`src/rtl/dma_descriptor_arbiter.sv`:
```
// Round-robin front end for the shared DMA descriptor processor.
// Accepts one descriptor at a time from up to NUM_REQ requesters. It holds the
// descriptor on the processor inputs for the whole transfer. When the processor
// returns to idle, it pulses req_done for the owning channel.
module dma_descriptor_arbiter #(
  parameter int NUM_REQ = 4
) (
  input  logic                         clk,
  input  logic                         rst,
  input  logic [NUM_REQ-1:0]           req_valid,
  output logic [NUM_REQ-1:0]           req_ready,
  input  logic [NUM_REQ*64-1:0]        req_src,
  input  logic [NUM_REQ*18-1:0]        req_dst,
  input  logic [NUM_REQ*16-1:0]        req_len,
  input  logic [NUM_REQ-1:0]           req_enable,
  output logic [NUM_REQ-1:0]           req_done,
  output logic                         descp_avail,
  output logic [63:0]                  read_from,
  output logic [17:0]                  write_to,
  output logic [63:0]                  length_data,
  input  logic                         proc_idle,
  output logic                         busy,
  output logic [$clog2(NUM_REQ)-1:0]   cur_id
);

  localparam int          IDW = $clog2(NUM_REQ);
  localparam int unsigned NR  = NUM_REQ;

  typedef enum logic [1:0] {
    S_IDLE   = 2'd0,
    S_LAUNCH = 2'd1,
    S_RUN    = 2'd2,
    S_DONE   = 2'd3
  } state_t;

  state_t         state_q, state_d;
  logic [IDW-1:0] cur_id_q, cur_id_d;
  logic [IDW-1:0] last_grant_q, last_grant_d;
  logic [63:0]    src_q, src_d;
  logic [17:0]    dst_q, dst_d;
  logic [15:0]    len_q, len_d;

  logic [NUM_REQ-1:0] eligible;
  logic               grant_vld;
  logic [IDW-1:0]     grant_id;
  logic [IDW-1:0]     cand;
  logic [63:0]        sel_src;
  logic [17:0]        sel_dst;
  logic [15:0]        sel_len;

  // Round-robin pick: scan from last_grant+1, first eligible channel wins.
  // Only idle-state requests are eligible, so req_ready is zero elsewhere.
  always_comb begin
    eligible  = (state_q == S_IDLE && proc_idle) ? (req_valid & req_enable) : '0;
    grant_vld = 1'b0;
    grant_id  = '0;
    cand      = '0;
    for (int unsigned k = 1; k <= NR; k++) begin
      cand = IDW'((32'(last_grant_q) + k) % NR);
      if (!grant_vld && eligible[cand]) begin
        grant_vld = 1'b1;
        grant_id  = cand;
      end
    end
  end

  // Select the winner's descriptor fields from the packed request buses.
  always_comb begin
    sel_src = '0;
    sel_dst = '0;
    sel_len = '0;
    for (int unsigned i = 0; i < NR; i++) begin
      if (IDW'(i) == grant_id) begin
        sel_src = req_src[64*i +: 64];
        sel_dst = req_dst[18*i +: 18];
        sel_len = req_len[16*i +: 16];
      end
    end
  end

  // Next-state and datapath capture; the descriptor is latched only on the handshake.
  always_comb begin
    state_d      = state_q;
    cur_id_d     = cur_id_q;
    last_grant_d = last_grant_q;
    src_d        = src_q;
    dst_d        = dst_q;
    len_d        = len_q;
    unique case (state_q)
      S_IDLE: begin
        if (grant_vld) begin
          src_d        = sel_src;
          dst_d        = sel_dst;
          len_d        = sel_len;
          cur_id_d     = grant_id;
          last_grant_d = grant_id;
          // Zero-length descriptors complete without touching the processor.
          state_d      = (sel_len == 16'd0) ? S_DONE : S_LAUNCH;
        end
      end
      S_LAUNCH: begin
        if (!proc_idle) state_d = S_RUN;
      end
      S_RUN: begin
        if (proc_idle) state_d = S_DONE;
      end
      S_DONE: begin
        state_d = S_IDLE;
      end
      default: begin
        state_d = S_IDLE;
      end
    endcase
  end

  // Outputs decoded from registered state only (glitch-free), plus the combinational grant.
  always_comb begin
    req_ready   = '0;
    req_done    = '0;
    descp_avail = (state_q == S_LAUNCH);
    busy        = (state_q != S_IDLE);
    if (grant_vld) req_ready[grant_id] = 1'b1;
    if (state_q == S_DONE) req_done[cur_id_q] = 1'b1;
    read_from   = src_q;
    write_to    = dst_q;
    length_data = {48'd0, len_q};
    cur_id      = cur_id_q;
  end

  // State and held-descriptor registers; reset gives channel 0 first priority.
  always_ff @(posedge clk) begin
    if (rst) begin
      state_q      <= S_IDLE;
      cur_id_q     <= '0;
      last_grant_q <= IDW'(NR - 1);
      src_q        <= '0;
      dst_q        <= '0;
      len_q        <= '0;
    end else begin
      state_q      <= state_d;
      cur_id_q     <= cur_id_d;
      last_grant_q <= last_grant_d;
      src_q        <= src_d;
      dst_q        <= dst_d;
      len_q        <= len_d;
    end
  end

endmodule
```
`config.mk`:
```
export PLATFORM = sky130hd
export DESIGN_NAME = dma_descriptor_arbiter
export DESIGN_NICKNAME = d
export VERILOG_FILES = /design/src/rtl/dma_descriptor_arbiter.sv
export SDC_FILE = /design/constraint.sdc
export NUM_CORES = 1
export LEC_CHECK = 0
export ABC_CLOCK_PERIOD_IN_PS = 4080
export CAP_MARGIN = 25
export CELL_PAD_IN_SITES_DETAIL_PLACEMENT = 1
export CELL_PAD_IN_SITES_GLOBAL_PLACEMENT = 2
export CORE_ASPECT_RATIO = 0.9
export CORE_UTILIZATION = 16
export CTS_CLUSTER_DIAMETER = 80
export DETAILED_ROUTE_END_ITERATION = 8
export PLACE_DENSITY = 0.8
export SLEW_MARGIN = 20
export SYNTH_ARGS = -nofsm -noshare
export SYNTH_HDL_FRONTEND = slang
export SYNTH_SLANG_ARGS = --single-unit
```
`constraint.sdc`:
```
create_clock -name clk -period 4.08 [get_ports clk]
set_clock_uncertainty 0.15 [all_clocks]
set_input_delay 1.224 -clock clk [delete_from_list [all_inputs] [get_ports clk]]
set_output_delay 1.224 -clock clk [all_outputs]
set_load 0.02 [all_outputs]
```
Word level (Yosys, flattened, before mapping)
Cells that the tools add are included.

Register bits: 104. Output and inout port bits: 158. Logic and storage cells: 83.

Eq/ne operators: 9. $add $sub $neg: 4. Multiplexer cells: 40. Reductions and logical operators: 15. $lt $le $gt $ge: 8. Bitwise operators: 1.

Operator list (count): $mux W64 (4); $mux W18 (4); $mux W16 (4); $lt A2 B3 Y1 const B (6); $logic_not A16 Y1 (1); $mux W2 (8); $mux W4 (3); $mux W1 (10); $bmux W1 S2 (4); $pmux W2 S4 (1); $logic_and A1 B1 Y1 (6); $ne A2 B2 Y1 const B (3); $add A2 B1 Y2 const B (2); $add A2 B2 Y2 const B (2); $and A4 B4 Y4 (1); $demux W1 S2 (2); $eq A2 B2 Y1 const A (2); $eq A2 B2 Y1 const B (2); $ge A2 B1 Y1 const B (2); $logic_not A2 Y1 (2); $logic_not A1 Y1 (3); $reduce_and A3 Y1 (1); $eq A1 B2 Y1 const A (1); $eq A2 B1 Y1 const B (1); other kinds (2) (2).

Longest topological paths before layout
Gate-level depths: netlist of the first run.

Word-level depth: 24. Gate-level depth with buffers: 14. Depth with buffers taken out: 10.

Least setup slack after synthesis of the first run
Ideal clock, no wire load.

Path type: input -> output. Start: input req_valid[2]. End: output req_ready[0]. Arrival time: 2956 ps. Path slack: -250 ps. Buffers on the path: 5. Cell stages on the path: 9. Cells stage by stage: and4_1 -> o221ai_1 -> a21o_1 -> buf_6 -> buf_6 -> buf_6 -> buf_4 -> buf_4 -> nor3_1.

Cells in the longest elaborated chain, start to end: 19.

Ends and longest elaborated chain: start, declared (line 10) `input logic [NUM_REQ-1:0] req_valid,`; $and A4 B4 Y4 (*) (line 54) `eligible = (state_q == S_IDLE && proc_idle) ? (req_valid & req_enable) : '0;`; $mux W4 (*) (line 54); $bmux W1 S2 (line 60) `if (!grant_vld && eligible[cand]) begin`; $mux W1 (not written as such) (line 60); $mux W1 (line 60); $logic_not A1 Y1 (line 60); $logic_and A1 B1 Y1 (line 60); $mux W1 (line 60); [3 not listed]; $logic_not A1 Y1 (line 60); $logic_and A1 B1 Y1 (line 60); $mux W2 (line 60); $lt A2 B3 Y1 (not written as such) / $ge A2 B1 Y1 (equally long branches) (line 122) `if (grant_vld) req_ready[grant_id] = 1'b1;`; $logic_and A1 B1 Y1 (not written as such) (line 122); $mux W1 (not written as such) (line 122); $demux W1 S2 (line 122); $mux W4 (*) (line 122); end, declared (line 11) `output logic [NUM_REQ-1:0] req_ready,`.

Mark *: on every way between the ends. The rest lies on a longest branch, timed or not. The select of a mux whose other input is x is not followed.

Final worst setup path of the first run
Start: input req_valid[1]. End: output req_ready[3].

The elaborated chain is that of the path after synthesis.

==> results of run 1 <==
## cells by family (layout without fill, tap and decap cells)
group           count (synthesis)  count (layout)
compound gates                289             289
fa+ha+maj                       5               5
buf+inv                       149             578
flops                         104             104
mux                            36              36
other cells                     1              51
simple gates                  405             405
## state kept, by name (all words and copies together), names as in the netlist
name / count
read_from: 64
write_to: 18
len_q: 16
cur_id: 2
last_grant_q: 2
state_q: 2
## worst max-delay path, stage by stage
cell and delay, ns:
dlygate4sd2_1 0.22, nand4_1 0.11, buf_6 0.16, buf_4 0.13, a211oi_4 0.27, a21o_4 0.16, buf_6 0.09, and2_4 0.14
buf_6 0.11
## power groups by stage
stage                     sequential (mW)  clock, mW  combinational (mW)
final                                1.34      0.891                3.27
after global routing                 1.36      0.978                3.54
after CTS                            1.34      0.952                3.31
after detailed placement             1.36          0                3.25
after global placement               1.35          0                3.20
after floorplan                      1.56          0                1.66
## routing by layer
metal	share of wire [%]	vias to the layer above	wire length, um
met3	9.0	32	3530
li1	-	4353	-
met2	52	340	20400
met1	37	4369	14700
met5	0.059	-	23
met4	1.7	4	672
## placed cells by master, fill, tap and decap left out, types with 2 or more instances in the layout
cell,n
a211oi_1,87
a21oi_1,101
a311oi_1,82
a31oi_1,5
and2_0,70
and2_1,16
and2_4,2
and4_4,2
buf_12,4
buf_4,34
buf_6,11
clkbuf_16,9
clkdlybuf4s50_1,498
clkinvlp_4,4
conb_1,48
dfxtp_1,104
diode_2,3
dlygate4sd2_1,7
ha_1,5
inv_1,5
mux2i_1,36
nand2_1,212
nand4_1,2
nor2_1,89
nor3_1,2
o21ai_0,2
o221ai_4,2
or4_1,3
## timing repair
action	4_1_cts	5_1_grt
hold buffers	0	0
setup buffers	8	0
endpoints found under the hold margin	0	0
setup endpoints to repair	30	48
pin swaps	11	3
gates resized for setup	41	7
## worst paths after layout
check | slack [ns] | to | cells after the start
setup / recovery | 0.08 | req_ready[3] | 9
hold / removal | 0.31 | len_q[0]$_SDFFE_PP0P_ | 2
setup reg to reg | 0.39 | state_q[1]$_SDFFE_PP0P_ | 15
hold reg to reg | 0.31 | len_q[0]$_SDFFE_PP0P_ | 2
## final cells by class
class                   instances  area [um^2]  area share (%)
inverters                       5         18.8           0.142
repair buffers                557         5530            41.9
multi-input cells             783         4520            34.3
well taps                     600          751            5.69
clock buffers                  10          239            1.81
clock inverters                 6         43.8           0.332
diodes                          3         7.51          0.0569
flip-flops and latches        104         2080            15.8
==> results.sh, run 1 <==
export IMPL_period_share_pct=98.1
export IMPL_final_cells=2068
export IMPL_critPathLaunch="req_valid[1]"
export IMPL_ys_seq_elements=104
export IMPL_coreArea_um2=44100
export IMPL_ir_worst_vdd_mv=0.260
export IMPL_use_met3_pct=6.34
export IMPL_setup_viol=0
export IMPL_crit_type="primary input to primary output"
export IMPL_syn_area_um2=7140
export IMPL_relSlewSlack_pct=38.2
export IMPL_start_util_pct=16.2
export IMPL_fp_row_count=73
export IMPL_ioPinCount=561
export IMPL_clkPwrFrac_pct=16.2
export IMPL_met1_usage_pct=17.2
export IMPL_grt_max_degree=91
export IMPL_synth_top_area_share_pct=29.2
export IMPL_synthMuxAreaShare_pct=5.05
export IMPL_nets=1868
export IMPL_synth_commonest_cells="212 x nand2_1, 104 x dfxtp_1, 102 x a21oi_1"
export IMPL_hold_ws_ns=0.309
export IMPL_grt_pass1_wl_mm=57.1
export IMPL_antenna_found_initial=6
export IMPL_p_int_mw=3.08
export IMPL_slew_viol_final=0
export IMPL_timing_final_hold_violations=0
export IMPL_cts_buffers_inserted=9
export IMPL_yosys_warnings=0
export IMPL_combPwrFrac_pct=59.5
export IMPL_ys_top_cells_by_area="dfxtp_1 29%, nand2_1 11%, a311oi_1 10%"
export IMPL_switching_share_pct=43.9
export IMPL_worst_slack_ns=0.0784
export IMPL_synth_compound_area_share_pct=28.3
export IMPL_synthArstFlopShare_pct=0
export IMPL_dpl_cell_area_um2=12800
export IMPL_drc=0
export IMPL_clock_path_buffers=2
export IMPL_clkTransAtPathRegs_ns=0.07
export IMPL_r2r_start="state_q[1]$_SDFFE_PP0P_"
export IMPL_place_ws_ns=-0.737
export IMPL_ys_seq_area_share_pct=29.2
export IMPL_pwr_share_seq_pct=24.3
export IMPL_viasPerCell=4.40
export IMPL_top_usage_layer="met2"
export IMPL_wire_per_inst_um=19.0
export IMPL_n_fill_cell=5364
export IMPL_tns_ns=0
export IMPL_fmax_mhz=250
export IMPL_placed_cells=2041
export IMPL_grt_setup_unrepaired="false"
export IMPL_postSynthCellCount=989
export IMPL_clock_sinks=104
export IMPL_dieArea_um2=45500
export IMPL_cp_max_fo=5
export IMPL_syn_avg_cell_area_um2=7.22
export IMPL_grt_met2_usage_pct=30.6
export IMPL_maxCapViolCount=0
export IMPL_area_growth_pct=84.8
export IMPL_synth_xor_area_share_pct=0
export IMPL_cts_tree="built"
export IMPL_synth_fa_ha_area_share_pct=0.876
export IMPL_holdCritStartpoint="len_q[0]$_SDFFE_PP0P_"
export IMPL_post_route_min_period_ns=4.00
export IMPL_worst_pin_slew_ns=0.928
export IMPL_fin_area_um2=13200
export IMPL_hp_class="flop to flop"
export IMPL_grt_pass1_vias=9205
export IMPL_critPathCaptureType="primary output"
export IMPL_drt_first_pass_iters=4
export IMPL_synth_simple_gate_area_share_pct=25.0
export IMPL_drive_gt1_share_pct=5.46
export IMPL_startpoint_type="primary input"
export IMPL_die_h_um=202
export IMPL_synth_edf_count=0
export IMPL_p_sw_mw=2.41
export IMPL_drtAntennaViolNets=0
export IMPL_power_density_nw_per_um2=417
export IMPL_vias=9098
export IMPL_drtIter0Drc=330
export IMPL_crit_arrival_ns=2.63
export IMPL_power_leakage_nw=4.73
export IMPL_status="complete, no violations"
export IMPL_wirelength_mm=39.3
export IMPL_synth_top_cell_by_area="dfxtp_1"
export IMPL_cts_root_buf="clkbuf_16"
export IMPL_ys_types=38
export IMPL_grt_usage_pct=16.6
export IMPL_crit_required_ns=2.71
export IMPL_gp_congestion=0.843
export IMPL_die_w_um=225
export IMPL_synthFlopType="dfxtp_1"
export IMPL_power_total_mw=5.49
export IMPL_cts_htree_levels=3
export IMPL_clk_latency_ns=0.38
export IMPL_hpwl_mm=30.3
export IMPL_fin_util_pct=29.9
export IMPL_yosysMostFrequentCell="nand2_1"
export IMPL_synth_top_family_by_area="compound AO/OA/AOI/OAI gates"
export IMPL_portBuffers=512
export IMPL_grt_overflow_total=0
Power figures use the tool's default switching activity.
==> run 2: changes to the inputs <==
- CORE_MARGIN: unset -> 1.5
==> run 2 against run 1 <==
Against the previous run: clock-buffer cell count did not move; largest power group unchanged; combinational power about the same; core utilization barely moved.
==> results.sh, run 2 (synthesized netlist as in run 1, its figures left out) <==
export IMPL_drtAntennaViolNets=0
export IMPL_layout_common_cells="498 x clkdlybuf4s50_1, 212 x nand2_1, 104 x dfxtp_1, 101 x a21oi_1, 89 x nor2_1"
export IMPL_period_share_pct=95.6
export IMPL_r2r_setup_slack_ns=0.55
export IMPL_r2r_cells=12
export IMPL_startpoint_type="primary input"
export IMPL_r2r_start="state_q[0]$_SDFFE_PP0P_"
export IMPL_clock_sinks=104
export IMPL_grt_setup_unrepaired="false"
export IMPL_ioPinCount=561
export IMPL_hold_ws_ns=0.308
export IMPL_cts_root_buf="clkbuf_16"
export IMPL_wirelength_mm=39.4
export IMPL_grt_pass1_vias=9488
export IMPL_drc=0
export IMPL_cts_htree_levels=3
export IMPL_fmax_mhz=256
export IMPL_holdBufCountCts=0
export IMPL_seqCellArea_um2=2080
export IMPL_die_w_um=226
export IMPL_multi_input_area_um2=4520
export IMPL_post_route_min_period_ns=3.90
export IMPL_maxCapViolCount=0
export IMPL_largest_reg_flops=64
export IMPL_cp_top_family="buffers and inverters"
export IMPL_crit_required_ns=2.71
export IMPL_ir_worst_vdd_mv=0.205
export IMPL_grt_max_degree=117
export IMPL_relSlewSlack_pct=53.2
export IMPL_wire_per_inst_um=19.1
export IMPL_crit_type="primary input to primary output"
export IMPL_drt_first_pass_iters=4
export IMPL_dieArea_um2=45900
export IMPL_slew_viol_final=0
export IMPL_area_growth_pct=85.0
export IMPL_dpl_cell_area_um2=12800
export IMPL_clkTransAtPathRegs_ns=0.07
export IMPL_n_fill_cell=5329
export IMPL_fin_area_um2=13200
export IMPL_endpoint="req_ready[3]"
export IMPL_cts_buffers_inserted=9
export IMPL_fin_util_pct=29.9
export IMPL_critPathCaptureType="primary output"
export IMPL_critPathSlowestCell="o311a_4"
export IMPL_holdCritStartpoint="len_q[5]$_SDFFE_PP0P_"
export IMPL_setup_viol=0
export IMPL_clock_path_buffers=2
export IMPL_cts_tree="built"
export IMPL_crit_arrival_ns=2.53
export IMPL_portBuffers=512
export IMPL_crit_path_cell_trace="dlygate4sd2_1, nand4_1, buf_6, o21ai_0, o211ai_1, o311a_4, and2_4, buf_4"
export IMPL_fp_row_count=73
export IMPL_timing_final_hold_violations=0
export IMPL_vias=9057
export IMPL_grt_overflow_total=0
export IMPL_coreArea_um2=44100
export IMPL_drtIter0Drc=291
export IMPL_tns_ns=0
export IMPL_hpwl_mm=30.4
export IMPL_grt_usage_pct=16.7
export IMPL_viasPerCell=4.38
export IMPL_nets=1870
export IMPL_cp_max_fo=5
export IMPL_layout_commonest_cell="clkdlybuf4s50_1"
export IMPL_power_density_nw_per_um2=419
export IMPL_cp_depth=8
export IMPL_critPathMaxStageDelay_ns=0.29
export IMPL_r2r_end="state_q[1]$_SDFFE_PP0P_"
export IMPL_hp_class="flop to flop"
export IMPL_die_h_um=203
export IMPL_power_leakage_nw=4.77
export IMPL_gp_congestion=0.826
export IMPL_status="complete, no violations"
export IMPL_grt_pass1_wl_mm=57.6
export IMPL_antenna_found_initial=7
export IMPL_crit_buf_inv=3
export IMPL_critPathLaunch="req_valid[1]"
export IMPL_start_util_pct=16.2
export IMPL_worst_pin_slew_ns=0.702
export IMPL_clk_latency_ns=0.37
export IMPL_drive_gt1_share_pct=5.46
run 2: cell types whose count changed in the layout (fill, tap and decap cells not counted), sizes merged:
cell / before / now
buf: 50 / 52
clkinvlp: 4 / 1
bufinv: 0 / 1
dlygate4sd2: 7 / 5
dlymetal6s2s: 1 / 3
run 2: report_power, final:
part	internal [mW]	switching, mW
clock network	0.490	0.435
logic	1.43	1.84
registers	1.21	0.122
total	3.13	2.40
run 2: how the worst min path moves through the flow:
stage	end	slack, ns	cells past startpoint
after detailed placement	len_q[3]$_SDFFE_PP0P_	0.30	2
after floorplan	last_grant_q[1]$_SDFFE_PP1P_	0.35	1
final	len_q[5]$_SDFFE_PP0P_	0.31	2
after global routing	len_q[11]$_SDFFE_PP0P_	0.33	2
after CTS	len_q[3]$_SDFFE_PP0P_	0.31	2
after global placement	len_q[15]$_SDFFE_PP0P_	0.30	2
run 2: stage by stage:
stage	power (mW)	setup slack (ns)	cells
floorplan	3.22	-0.0358	1036
global placement	4.59	-0.621	2048
detailed placement	4.64	-0.714	2048
CTS	5.65	-0.0400	2065
global route	5.95	0.105	2067
finish	5.53	0.179	2068
run 2: final cells by class:
| class | instances | share of cell area [%] |
|---|---|---|
| tap | 600 | 5.68 |
| sequential | 104 | 15.8 |
| clock inverter | 4 | 0.417 |
| inverter | 5 | 0.142 |
| multi-input combinational | 783 | 34.2 |
| timing repair buffer | 559 | 41.9 |
| antenna | 3 | 0.0568 |
| clock buffer | 10 | 1.81 |
run 2: per-layer routing:
metal	wire length, um	GRT usage (%)
met1	15100	17.5
met4	1430	7.14
met5	26	0
met3	3550	6.30
met2	19300	29.7
run 2: what timing repair did:
item,CTS,global route
resized for setup,36,9
buffers inserted,3,0
setup endpoints to repair,37,50
pin swaps,5,4
run 2: worst reg2reg max path, cell delays in order (launching register included):
cell and delay [ns]:
dfxtp_1 0.39, inv_1 0.10, ha_1 0.30, and4_4 0.25, buf_4 0.14, a211oi_4 0.24, a21o_4 0.16, buf_4 0.39
mux2i_1 0.30, mux2i_1 0.16, or4_1 0.58, nor3_1 0.15, a31o_1 0.17
